==> config.mk <==
export PLATFORM = sky130hd
export DESIGN_NAME = muldiv_unit
export DESIGN_NICKNAME = d
export VERILOG_FILES = /design/src/rtl/muldiv_unit.sv
export SDC_FILE = /design/constraint.sdc
export NUM_CORES = 1
export LEC_CHECK = 0
export BUFFER_PORTS_ARGS = -buffer_cell sky130_fd_sc_hd__buf_4
export CORE_MARGIN = 5
export CORE_UTILIZATION = 52
export DETAILED_ROUTE_END_ITERATION = 6
export GPL_TIMING_DRIVEN = 0
export MAX_ROUTING_LAYER = met4
export PLACE_DENSITY = 0.84
export SYNTH_ARGS = -nofsm -noshare
export SYNTH_HDL_FRONTEND = slang
export SYNTH_SLANG_ARGS = --single-unit
==> constraint.sdc <==
create_clock -name clk -period 5.95 [get_ports clk]
set_input_delay 0 -clock clk [delete_from_list [all_inputs] [get_ports clk]]
set_output_delay 0 -clock clk [all_outputs]
set_load 0.03 [all_outputs]
==> src/rtl/muldiv_unit.sv <==
// Iterative MULT/MULTU/DIV/DIVU unit: radix-2 shift-add multiply, restoring divide.
// Each operation takes WIDTH+2 cycles from accept to done; results are held in HI/LO.
module muldiv_unit #(
   parameter int WIDTH = 32
) (
   input  logic             clk,
   input  logic             rst,
   input  logic             start,
   input  logic [1:0]       op,
   input  logic [WIDTH-1:0] a,
   input  logic [WIDTH-1:0] b,
   output logic             busy,
   output logic             done,
   output logic [WIDTH-1:0] hi,
   output logic [WIDTH-1:0] lo,
   output logic             div_by_zero
);

   localparam int CW = $clog2(WIDTH);

   typedef enum logic [1:0] {S_IDLE, S_PREP, S_RUN, S_FIX} state_t;

   state_t             r_state, w_next;
   logic [1:0]         r_op;
   logic [WIDTH-1:0]   r_a, r_b;
   logic [WIDTH-1:0]   r_m;      // multiplicand or divisor magnitude
   logic [WIDTH-1:0]   r_acc;    // product upper half or partial remainder
   logic [WIDTH-1:0]   r_sh;     // multiplier / dividend, shifting into product low half / quotient
   logic [CW-1:0]      r_cnt;
   logic               r_neg_q, r_neg_r;
   logic               r_busy, r_done, r_dbz;
   logic [WIDTH-1:0]   r_hi, r_lo;

   logic               w_is_div, w_signed, w_dbz, w_dge;
   logic [WIDTH-1:0]   w_a_mag, w_b_mag, w_dsub, w_quo, w_rem;
   logic [WIDTH:0]     w_msum, w_dshift;
   logic [2*WIDTH-1:0] w_prod, w_prod_s;

   assign w_is_div = r_op[1];
   assign w_signed = r_op[0];
   assign w_dbz    = w_is_div && (r_b == '0);
   assign w_a_mag  = (w_signed && r_a[WIDTH-1]) ? -r_a : r_a;
   assign w_b_mag  = (w_signed && r_b[WIDTH-1]) ? -r_b : r_b;

   assign w_msum   = {1'b0, r_acc} + (r_sh[0] ? {1'b0, r_m} : '0);

   // Partial remainder is WIDTH+1 bits wide so the compare is exact for any divisor.
   assign w_dshift = {r_acc, r_sh[WIDTH-1]};
   assign w_dge    = (w_dshift >= {1'b0, r_m});
   assign w_dsub   = w_dshift[WIDTH-1:0] - r_m;

   assign w_prod   = {r_acc, r_sh};
   assign w_prod_s = r_neg_q ? -w_prod : w_prod;
   assign w_quo    = r_neg_q ? -r_sh : r_sh;
   assign w_rem    = r_neg_r ? -r_acc : r_acc;

   always_ff @(posedge clk or posedge rst) begin
      if (rst) r_state <= S_IDLE;
      else     r_state <= w_next;
   end

   always_comb begin
      w_next = r_state;
      case (r_state)
         S_IDLE:  if (start) w_next = S_PREP;
         S_PREP:  w_next = S_RUN;
         S_RUN:   if (r_cnt == CW'(WIDTH - 1)) w_next = S_FIX;
         S_FIX:   w_next = S_IDLE;
         default: w_next = S_IDLE;
      endcase
   end

   always_ff @(posedge clk or posedge rst) begin
      if (rst) begin
         r_op    <= '0;
         r_a     <= '0;
         r_b     <= '0;
         r_m     <= '0;
         r_acc   <= '0;
         r_sh    <= '0;
         r_cnt   <= '0;
         r_neg_q <= 1'b0;
         r_neg_r <= 1'b0;
         r_busy  <= 1'b0;
         r_done  <= 1'b0;
         r_dbz   <= 1'b0;
         r_hi    <= '0;
         r_lo    <= '0;
      end else begin
         r_done <= 1'b0;
         case (r_state)
            S_IDLE: begin
               if (start) begin
                  r_op   <= op;
                  r_a    <= a;
                  r_b    <= b;
                  r_busy <= 1'b1;
               end
            end
            S_PREP: begin
               r_m     <= w_is_div ? w_b_mag : w_a_mag;
               r_sh    <= w_is_div ? w_a_mag : w_b_mag;
               r_acc   <= '0;
               r_cnt   <= '0;
               r_neg_q <= w_signed && (r_a[WIDTH-1] ^ r_b[WIDTH-1]);
               r_neg_r <= w_signed && r_a[WIDTH-1];
            end
            S_RUN: begin
               r_cnt <= r_cnt + CW'(1);
               if (w_is_div) begin
                  r_acc <= w_dge ? w_dsub : w_dshift[WIDTH-1:0];
                  r_sh  <= {r_sh[WIDTH-2:0], w_dge};
               end else begin
                  r_acc <= w_msum[WIDTH:1];
                  r_sh  <= {w_msum[0], r_sh[WIDTH-1:1]};
               end
            end
            S_FIX: begin
               r_busy <= 1'b0;
               r_done <= 1'b1;
               r_dbz  <= w_dbz;
               if (w_dbz) begin
                  r_hi <= r_a;
                  r_lo <= '1;
               end else if (w_is_div) begin
                  r_hi <= w_rem;
                  r_lo <= w_quo;
               end else begin
                  r_hi <= w_prod_s[2*WIDTH-1:WIDTH];
                  r_lo <= w_prod_s[WIDTH-1:0];
               end
            end
            default: ;
         endcase
      end
   end

   assign busy        = r_busy;
   assign done        = r_done;
   assign hi          = r_hi;
   assign lo          = r_lo;
   assign div_by_zero = r_dbz;

endmodule

Word level (Yosys, flattened, before mapping) --
Index checks and enable logic that the tools add are counted.
Word-level totals: register bits 238, output and inout bits 67
Operators by class: reduce and logical (&&, ||, !) cells 11, multiplexer cells 24, order comparisons 1, equality and inequality tests 6, bitwise gates (word level) 1, add/sub/neg operators 8
Operator list (number):
- 32-bit two-way mux | 14
- 32-bit negator | 4
- 32-bit case mux with 2 select lines | 2
- 64-bit two-way mux | 1
- 64-bit negator | 1
- 32-bit by 32-bit adder with 33-bit output | 1
- 33-bit by 32-bit >= comparator with 1-bit output | 1
- 32-bit logical NOT | 1
- 32-bit subtractor | 1
- 5-bit case mux with 2 select lines | 1
- 2-bit case mux with 4 select lines | 1
- 2-bit AND reduction | 3
- 5-bit by 1-bit adder with 5-bit output, second input constant | 1
- 5-bit == test, second input constant | 1
- 2-bit == test, second input constant | 2
- 1-bit logical AND | 4
- 2-bit two-way mux | 2
- 2-bit inequality test, second input constant | 2
- 2-bit nonzero test | 2
- 2-bit by 1-bit == test with 1-bit output, second input constant | 1
- 2-bit logical NOT | 1
- 1-bit two-way mux | 2
- 1-bit case mux with 2 select lines | 1
- 1-bit XOR | 1

Logic depth before layout (Yosys ltp) --
Gate-level depths: netlist (run 1).
depth in word-level cells 4, depth in mapped cells 14, mapped depth without buffers 14

Least setup slack after synthesis (run 1) --
OpenSTA, ideal clock, no wires.
path kind reg-to-reg, start point register r_sh[0], end point register r_acc[28], slack 2545 ps, stages on the path, launching flop included 15, arrival time 3280 ps, path through dfrtp_1 inv_1 clkbuf_1 nor2_1 ha_1 a211oi_1 nand2_1 a2111oi_0 a221oi_1 a221oi_1 nor2_1 a211oi_1 xor2_1 a21oi_1 a2bb2oi_1
Between the ends: longest elaborated chain between the ends 4
RTL lines:
- start: declaration | line 28 | logic [WIDTH-1:0] r_sh;
- start signal: assignment | line 102 | r_sh <= w_is_div ? w_a_mag : w_b_mag;
- start signal: assignment | line 112 | r_sh <= {r_sh[WIDTH-2:0], w_dge};
- start signal: assignment | line 115 | r_sh <= {w_msum[0], r_sh[WIDTH-1:1]};
- 32-bit two-way mux | line 45 | assign w_msum = {1'b0, r_acc} + (r_sh[0] ? {1'b0, r_m} : '0);
- 32-bit by 32-bit adder with 33-bit output | line 45
- 32-bit two-way mux | line 110 | if (w_is_div) begin
- 32-bit case mux with 2 select lines | line 91 | case (r_state)
- end signal: assignment | line 111 | r_acc <= w_dge ? w_dsub : w_dshift[WIDTH-1:0];
- end signal: assignment | line 114 | r_acc <= w_msum[WIDTH:1];
- end: declaration | line 27 | logic [WIDTH-1:0] r_acc;
No other way between the ends. A chain may end at the register's enable or synchronous reset.

Worst setup path in the final report (run 1) --
start point register r_sh[0], end point register r_acc[30]
The elaborated chain is that of the path after synthesis.

==> flow_summary.json, run 1 <==
{
  "die_area_um2": 36400,
  "synth.top_cell.area_share_pct": 35.1,
  "fin_tns_setup_ps": 0,
  "die_w_um": 191,
  "cts_buffers": 26,
  "hpwl_um": 51800,
  "total_power_uw": 14600,
  "num_io_pins": 136,
  "drv_cap": 0,
  "syn_to_final_growth_pct": 19.4,
  "grt_start_max_net_pins": 46,
  "finalHoldViolations": 0,
  "utilization_pct": 62.6,
  "status": "finished, final reports clean",
  "powerDensity_nw_per_um2": 723,
  "rows": 66,
  "rsz0062_at_grt": "false",
  "setup_violations": 0,
  "async_reset_ff_share_pct": 100,
  "hold_class": "in -> async",
  "p_sw_uw": 7760,
  "required_ps": 6360,
  "grt_pass1_wl_um": 102000,
  "die_y_um": 191,
  "arrival_ps": 5570,
  "syn_nets": 2064,
  "ys_top_cells_by_area": "dfrtp_1, nor2_1, ha_1",
  "syn-cell-area_um2": 17000,
  "synth.yosys.warnings": 0,
  "seq_area_frac_synth_pct": 35.1,
  "skew_ps": 19.2,
  "muxShareOfSynthArea_pct": 10.7,
  "p_int_uw": 6880,
  "core_area_um2": 32400,
  "cp-start-kind": "flip-flop",
  "clock_path_buffers": 3,
  "root_buffer": "clkbuf_16",
  "portBuffers": 135,
  "cts_tree": "yes",
  "period_share_pct": 86.6,
  "p_seq_share_pct": 23.0,
  "synth-compound-area-share_pct": 19.3,
  "finish.net_count": 2300,
  "place_congestion": 1.02,
  "clk_latency_ps": 560,
  "drv_slew": 0,
  "critical_path_class": "reg -> reg",
  "synth-edff-count": 0,
  "grt-ovfl-total": 0,
  "synth_fa_ha_area_share_pct": 5.69,
  "pwr-share-clk_pct": 12.5,
  "wl_um": 68100,
  "slew_headroom_pct": 24.5,
  "vias_per_cell": 6.45,
  "synth_seq_cells": 238,
  "cp_max_fo": 10,
  "end_kind": "flip-flop",
  "insertedDiodeCount": 0,
  "synthCells": 1919,
  "p_leak_uw": 0.00891,
  "post_cts_buffers": 0,
  "grt_usage_pct": 37.7,
  "clkSinkCount": 238,
  "synthSimpleGateAreaFrac_pct": 16.1,
  "final.min_clock_period_ps": 5150,
  "synth.distinct_cells": 81,
  "antenna_found_initial": 0,
  "tightest_slew_ps": 1130,
  "firstDrtPassIters": 6,
  "yosys.area.top_type": "dfrtp_1",
  "synth_flop_cell": "dfrtp_1",
  "swShare_pct": 53.0,
  "grt_pass1_vias": 16600,
  "htree_levels": 1,
  "post_drt_wl_per_cell_um": 26.0,
  "synth_xor_area_share_pct": 8.92,
  "vdd_drop_max_uv": 436,
  "drive_above_1_share_pct": 14.0,
  "path_clk_slew_ps": 60,
  "vias": 16900,
  "p_comb_share_pct": 64.5,
  "fmax_mhz": 194,
  "synth_top_family_by_area": "compound AO/OA/AOI/OAI gates",
  "drt_iter0_drc": 1965,
  "antenna_left": 0,
  "drc": 0,
  "avgSynthCellArea_um2": 8.85,
  "initial_utilization_pct": 52.4
}
## through the flow
stage	setup WS, ps	hold WS (ps)	instances	cell area (µm²)
after global placement	1140	233	2496	18500
after CTS	986	210	2615	20300
after floorplan	2550	151	1919	17000
after global routing	647	240	2615	20300
final	795	200	2615	20300
after detailed placement	1010	230	2501	18600
## cells by family (layout without fill, tap and decap cells)
kind of cell               Yosys count  count (layout)
muxes                              153             153
xor gates and xnor gates           173             173
and+or+nand+nor                    592             592
DFF                                238             238
AOI/OAI and AO/OA                  502             502
adders and majority gates           76              76
buffers and inverters              185             439
## per-layer routing
metal / global-route usage (%) / vias to the layer above / share of wire (%)
li1: - / 7358 / -
met4: 14.3 / 0 / 4.6
met1: 51.5 / 8254 / 41
met5: - / - / 0
met2: 56.9 / 1080 / 44
met3: 6.17 / 177 / 10
## power groups by stage
stage,combinational (µW),sequential (µW),clock [µW]
after global placement,8910,3280,0
final,9440,3370,1830
after floorplan,5800,3370,0
after global routing,10000,3410,1880
after CTS,9160,3290,1810
after detailed placement,9080,3310,0
## final timing paths
check                                    start                     to  slack [ps]  depth (start not counted)
max in group asynchronous                  rst    r_op[0]$_DFFE_PP0P_        4740                          5
min reg2reg                 lo[25]$_DFFE_PP0P_     lo[25]$_DFFE_PP0P_         500                          1
min                                        rst     lo[19]$_DFFE_PP0P_         200                          3
max reg2reg                r_sh[0]$_DFFE_PP0P_  r_acc[30]$_DFFE_PP0P_         800                         14
max                        r_sh[0]$_DFFE_PP0P_  r_acc[30]$_DFFE_PP0P_         800                         14
min in group clk                         a[12]    r_a[12]$_DFFE_PP0P_         230                          3
## placed cells by master (no fill, tap or decap), types with 10 or more instances in the layout
| cell | Yosys | routed |
|---|---|---|
| o21bai_1 | 12 | 12 |
| dfrtp_1 | 238 | 238 |
| nor3_1 | 36 | 36 |
| xnor2_1 | 92 | 92 |
| a221o_1 | 11 | 11 |
| mux2i_1 | 60 | 60 |
| o22a_1 | 10 | 10 |
| a21o_1 | 28 | 28 |
| dlygate4sd3_1 | 0 | 68 |
| buf_1 | 15 | 15 |
| xor2_1 | 81 | 81 |
| o21ai_0 | 90 | 90 |
| mux4_2 | 15 | 15 |
| o31ai_1 | 22 | 22 |
| nand4_1 | 12 | 12 |
| a31oi_1 | 42 | 42 |
| o221ai_1 | 15 | 15 |
| and2_1 | 10 | 10 |
| nand3_1 | 30 | 30 |
| a21oi_1 | 153 | 153 |
| nand2b_1 | 28 | 28 |
| nor2_1 | 247 | 247 |
| clkbuf_16 | 0 | 27 |
| mux2_2 | 78 | 78 |
| or4_1 | 10 | 10 |
| o211ai_1 | 31 | 31 |
| buf_4 | 2 | 137 |
| or3_1 | 11 | 11 |
| ha_1 | 74 | 74 |
| nor4_1 | 17 | 17 |
| nor2b_1 | 20 | 20 |
| inv_1 | 81 | 80 |
| clkbuf_1 | 74 | 80 |
| nand2_1 | 141 | 141 |
| a211oi_1 | 12 | 12 |
| buf_2 | 10 | 10 |
## flip-flops by register name, indices dropped and copies added, names as in the netlist, 5 cells and up
name,cells
hi,32
lo,32
r_a,32
r_acc,32
r_b,32
r_cnt,5
r_m,32
r_sh,32
## final cells by class
cell class,instances,area [µm²]
well taps,442,553
multi-input cells,1496,10300
flip-flops and latches,238,5960
fillers,2710,12100
repair buffers,208,1790
plain buffers,103,415
inverters,82,312
clock inverters,8,171
clock buffers,38,767
## synthesized netlist by cell type, types with 6 or more instances
master / n
a211oi_1: 12
a21o_1: 28
a21oi_1: 153
a221o_1: 11
a31oi_1: 42
and2_1: 10
and3_1: 9
buf_1: 15
buf_2: 10
clkbuf_1: 74
dfrtp_1: 238
ha_1: 74
inv_1: 81
mux2_2: 78
mux2i_1: 60
mux4_2: 15
nand2_1: 141
nand2b_1: 28
nand3_1: 30
nand4_1: 12
nor2_1: 247
nor2b_1: 20
nor3_1: 36
nor4_1: 17
o211ai_1: 31
o21a_1: 7
o21ai_0: 90
o21bai_1: 12
o221ai_1: 15
o22a_1: 10
o22ai_1: 7
o2bb2ai_1: 6
o31ai_1: 22
o41ai_1: 9
or3_1: 11
or4_1: 10
xnor2_1: 92
xor2_1: 81
## timing repair
action / 4_1_cts / 5_1_grt
endpoints found under the hold margin: 103 / 0
gates resized for setup: 0 / 0
hold buffers: 68 / 0
## worst max-delay path: stages (launching register included)
cell and delay [ps]:
dfrtp_1 500, inv_1 320, clkbuf_1 450, nor2_1 110
ha_1 360, a211oi_1 330, nand2_1 130, a2111oi_0 550
a221oi_1 290, a221oi_1 910, nor2_1 240, nor4_1 360
o31ai_1 100, a41oi_1 270, nor3_1 80
Power figures use the tool's default switching activity.
==> run 2, diff against run 1 <==
ABC_AREA = 1   (was not set)
==> run 2 against run 1 <==
Net effect: utilization fell by 1.3 points; first-iteration DRC count up 67%; design area increased by 17%; clock-buffer cell count up 6; setup slack gained 1900 ps; clock power is 8% lower; sequential power increased by 1%; critical path type unchanged; highest routed layer unchanged.
==> flow_summary.json, run 2 <==
{
  "status": "finished, final reports clean",
  "p_int_uw": 6600,
  "path_clk_slew_ps": 60,
  "clock_path_buffers": 3,
  "dpl.cell_count": 3947,
  "setup_violations": 0,
  "swShare_pct": 60.3,
  "rows": 72,
  "antenna_left": 0,
  "fmax_mhz": 303,
  "die_y_um": 208,
  "final.min_clock_period_ps": 3300,
  "async_reset_ff_share_pct": 100,
  "clkSinkCount": 238,
  "die_w_um": 208,
  "synth_seq_cells": 238,
  "firstDrtPassIters": 7,
  "avgSynthCellArea_um2": 6.19,
  "p_seq_share_pct": 20.6,
  "skew_ps": 16.3,
  "place_congestion": 1.15,
  "grt_pass1_wl_um": 138000,
  "die_area_um2": 43200,
  "synth_flop_cell": "dfrtp_1",
  "hpwl_um": 74300,
  "rsz0062_at_grt": "false",
  "fin_tns_setup_ps": 0,
  "synthCells": 3289,
  "clk_latency_ps": 580,
  "crit_chain": "buf_2, clkbuf_1, nand2_1, inv_1, ha_1, a21oi_1, o21ai_0, a21oi_1, nor2_1, nor2_1, nand2_1, nand2_1, nand2_1, nand2_1, inv_1, nand2_1, nand2_1",
  "vdd_drop_max_uv": 347,
  "period_share_pct": 55.5,
  "synthMostInstantiatedCell": "nand2_1",
  "drc": 0,
  "arrival_ps": 3770,
  "yosys.area.top_type": "dfrtp_1",
  "finalHoldViolations": 0,
  "root_buffer": "clkbuf_16",
  "grt_usage_pct": 42.6,
  "p_leak_uw": 0.0123,
  "vias_per_cell": 5.88,
  "drive_above_1_share_pct": 7.43,
  "drv_slew": 0,
  "syn_nets": 3434,
  "wl_um": 93300,
  "ys_top_cells_by_area": "dfrtp_1, nand2_1, inv_1",
  "num_io_pins": 136,
  "core_area_um2": 38700,
  "drv_cap": 0,
  "grt_start_max_net_pins": 46,
  "grt_pass1_vias": 21800,
  "required_ps": 6420,
  "slew_headroom_pct": 24.2,
  "antenna_found_initial": 6,
  "htree_levels": 1,
  "end_kind": "flip-flop",
  "synth.top_cell.area_share_pct": 29.2,
  "powerDensity_nw_per_um2": 700,
  "cp_slowest_cell": "a21oi_1",
  "hold_class": "in -> async",
  "cp_common_cell": "nand2_1",
  "portBuffers": 135,
  "syn_to_final_growth_pct": 16.6,
  "cp_max_fo": 10,
  "synth.distinct_cells": 54,
  "cts_tree": "yes",
  "cp-start-kind": "flip-flop",
  "syn-cell-area_um2": 20400,
  "synth_commonest_cells": "nand2_1, inv_1, nor2_1",
  "max_stage_delay_ps": 370,
  "synth.yosys.warnings": 0,
  "finish.net_count": 3675,
  "pwr-share-clk_pct": 10.1,
  "mostFrequentLayoutCell": "nand2_1",
  "seq_area_frac_synth_pct": 29.2,
  "tightest_slew_ps": 1140,
  "cts_buffers": 27,
  "initial_utilization_pct": 52.6,
  "vias": 24000,
  "synth-edff-count": 0,
  "drt_iter0_drc": 3280,
  "grt-ovfl-total": 0,
  "final_cells": 4076,
  "p_comb_share_pct": 69.3,
  "layout_common_cells": "nand2_1, inv_1, nor2_1, nand3_1, dfrtp_1",
  "critical_path_class": "reg -> reg",
  "rrSetupSlack_ps": 2650,
  "p_sw_uw": 10000,
  "post_drt_wl_per_cell_um": 22.9
}
-- run 2: through the flow --
stage          setup WS, ps  util, %  total power (µW)  hold WS, ps  cell area [µm²]
2_1_floorplan          2830        -             10100          110            20400
3_3_place_gp           1440     56.9             14200          196            22000
3_5_place_dp           2810     57.1             14200          186            22100
4_1_cts                2790     61.3             16000          154            23700
5_1_grt                2540     61.3             17500          194            23700
6_report               2650     61.3             16600          151            23700
-- run 2: layer usage --
layer | vias up | global-route usage, % | wire, µm
met5 | - | - | 0
met4 | 0 | 20.5 | 5980
met3 | 351 | 11.9 | 12500
met2 | 1612 | 58.4 | 37500
met1 | 11000 | 58.1 | 37300
li1 | 11000 | - | -
-- run 2: power groups by stage --
| stage | registers [µW] | logic, µW | clock network, µW |
|---|---|---|---|
| 3_5_place_dp | 3340 | 10900 | 0 |
| 3_3_place_gp | 3330 | 10800 | 0 |
| 6_report | 3420 | 11500 | 1690 |
| 5_1_grt | 3450 | 12300 | 1740 |
| 4_1_cts | 3320 | 11000 | 1670 |
| 2_1_floorplan | 3390 | 6700 | 0 |
-- run 2: worst paths after layout --
path,start,to,cells after the start
max in group asynchronous,rst,r_acc[11]$_DFFE_PP0P_,5
worst min-delay path,rst,r_b[31]$_DFFE_PP0P_,3
worst max-delay path,r_sh[0]$_DFFE_PP0P_,r_acc[31]$_DFFE_PP0P_,17
worst max register to register,r_sh[0]$_DFFE_PP0P_,r_acc[31]$_DFFE_PP0P_,17
min in group clk,b[7],r_b[7]$_DFFE_PP0P_,4
worst min register to register,hi[25]$_DFFE_PP0P_,hi[25]$_DFFE_PP0P_,2
-- run 2: final cells by class --
type                            count  area, µm²
Clock buffer                       44        800
Antenna cell                        7       17.5
Sequential cell                   238       5960
Fill cell                        3690      15000
Multi-Input combinational cell   2519      12300
Clock inverter                      6       78.8
Inverter                          419       1580
Timing Repair Buffer              212       1830
Buffer                            113        507
Tap cell                          518        648
-- run 2: cell families after synthesis --
logic type,Yosys count,synth area share (%)
flip-flops,238,29.2
adder cells (fa/ha/maj),76,4.74
XOR/XNOR,87,3.74
buffers and inverters,532,10.2
AO/OA/AOI/OAI,483,13.6
AND/OR/NAND/NOR,1873,38.4
-- run 2: critical path: cells and delay by family, from the launching register on --
kind | cells | cell delay, ps
AO/OA/AOI/OAI | 3 | 890
adder cells (fa/ha/maj) | 1 | 300
buffers and inverters | 4 | 780
flip-flops | 1 | 320
AND/OR/NAND/NOR | 9 | 900
-- run 2: timing repair --
item / 4_1_cts / 5_1_grt
resized for setup: 0 / 0
endpoints found under the setup margin: 0 / 0
endpoints found under the hold margin: 103 / 0
hold buffers: 72 / 0
setup buffers: 0 / 0
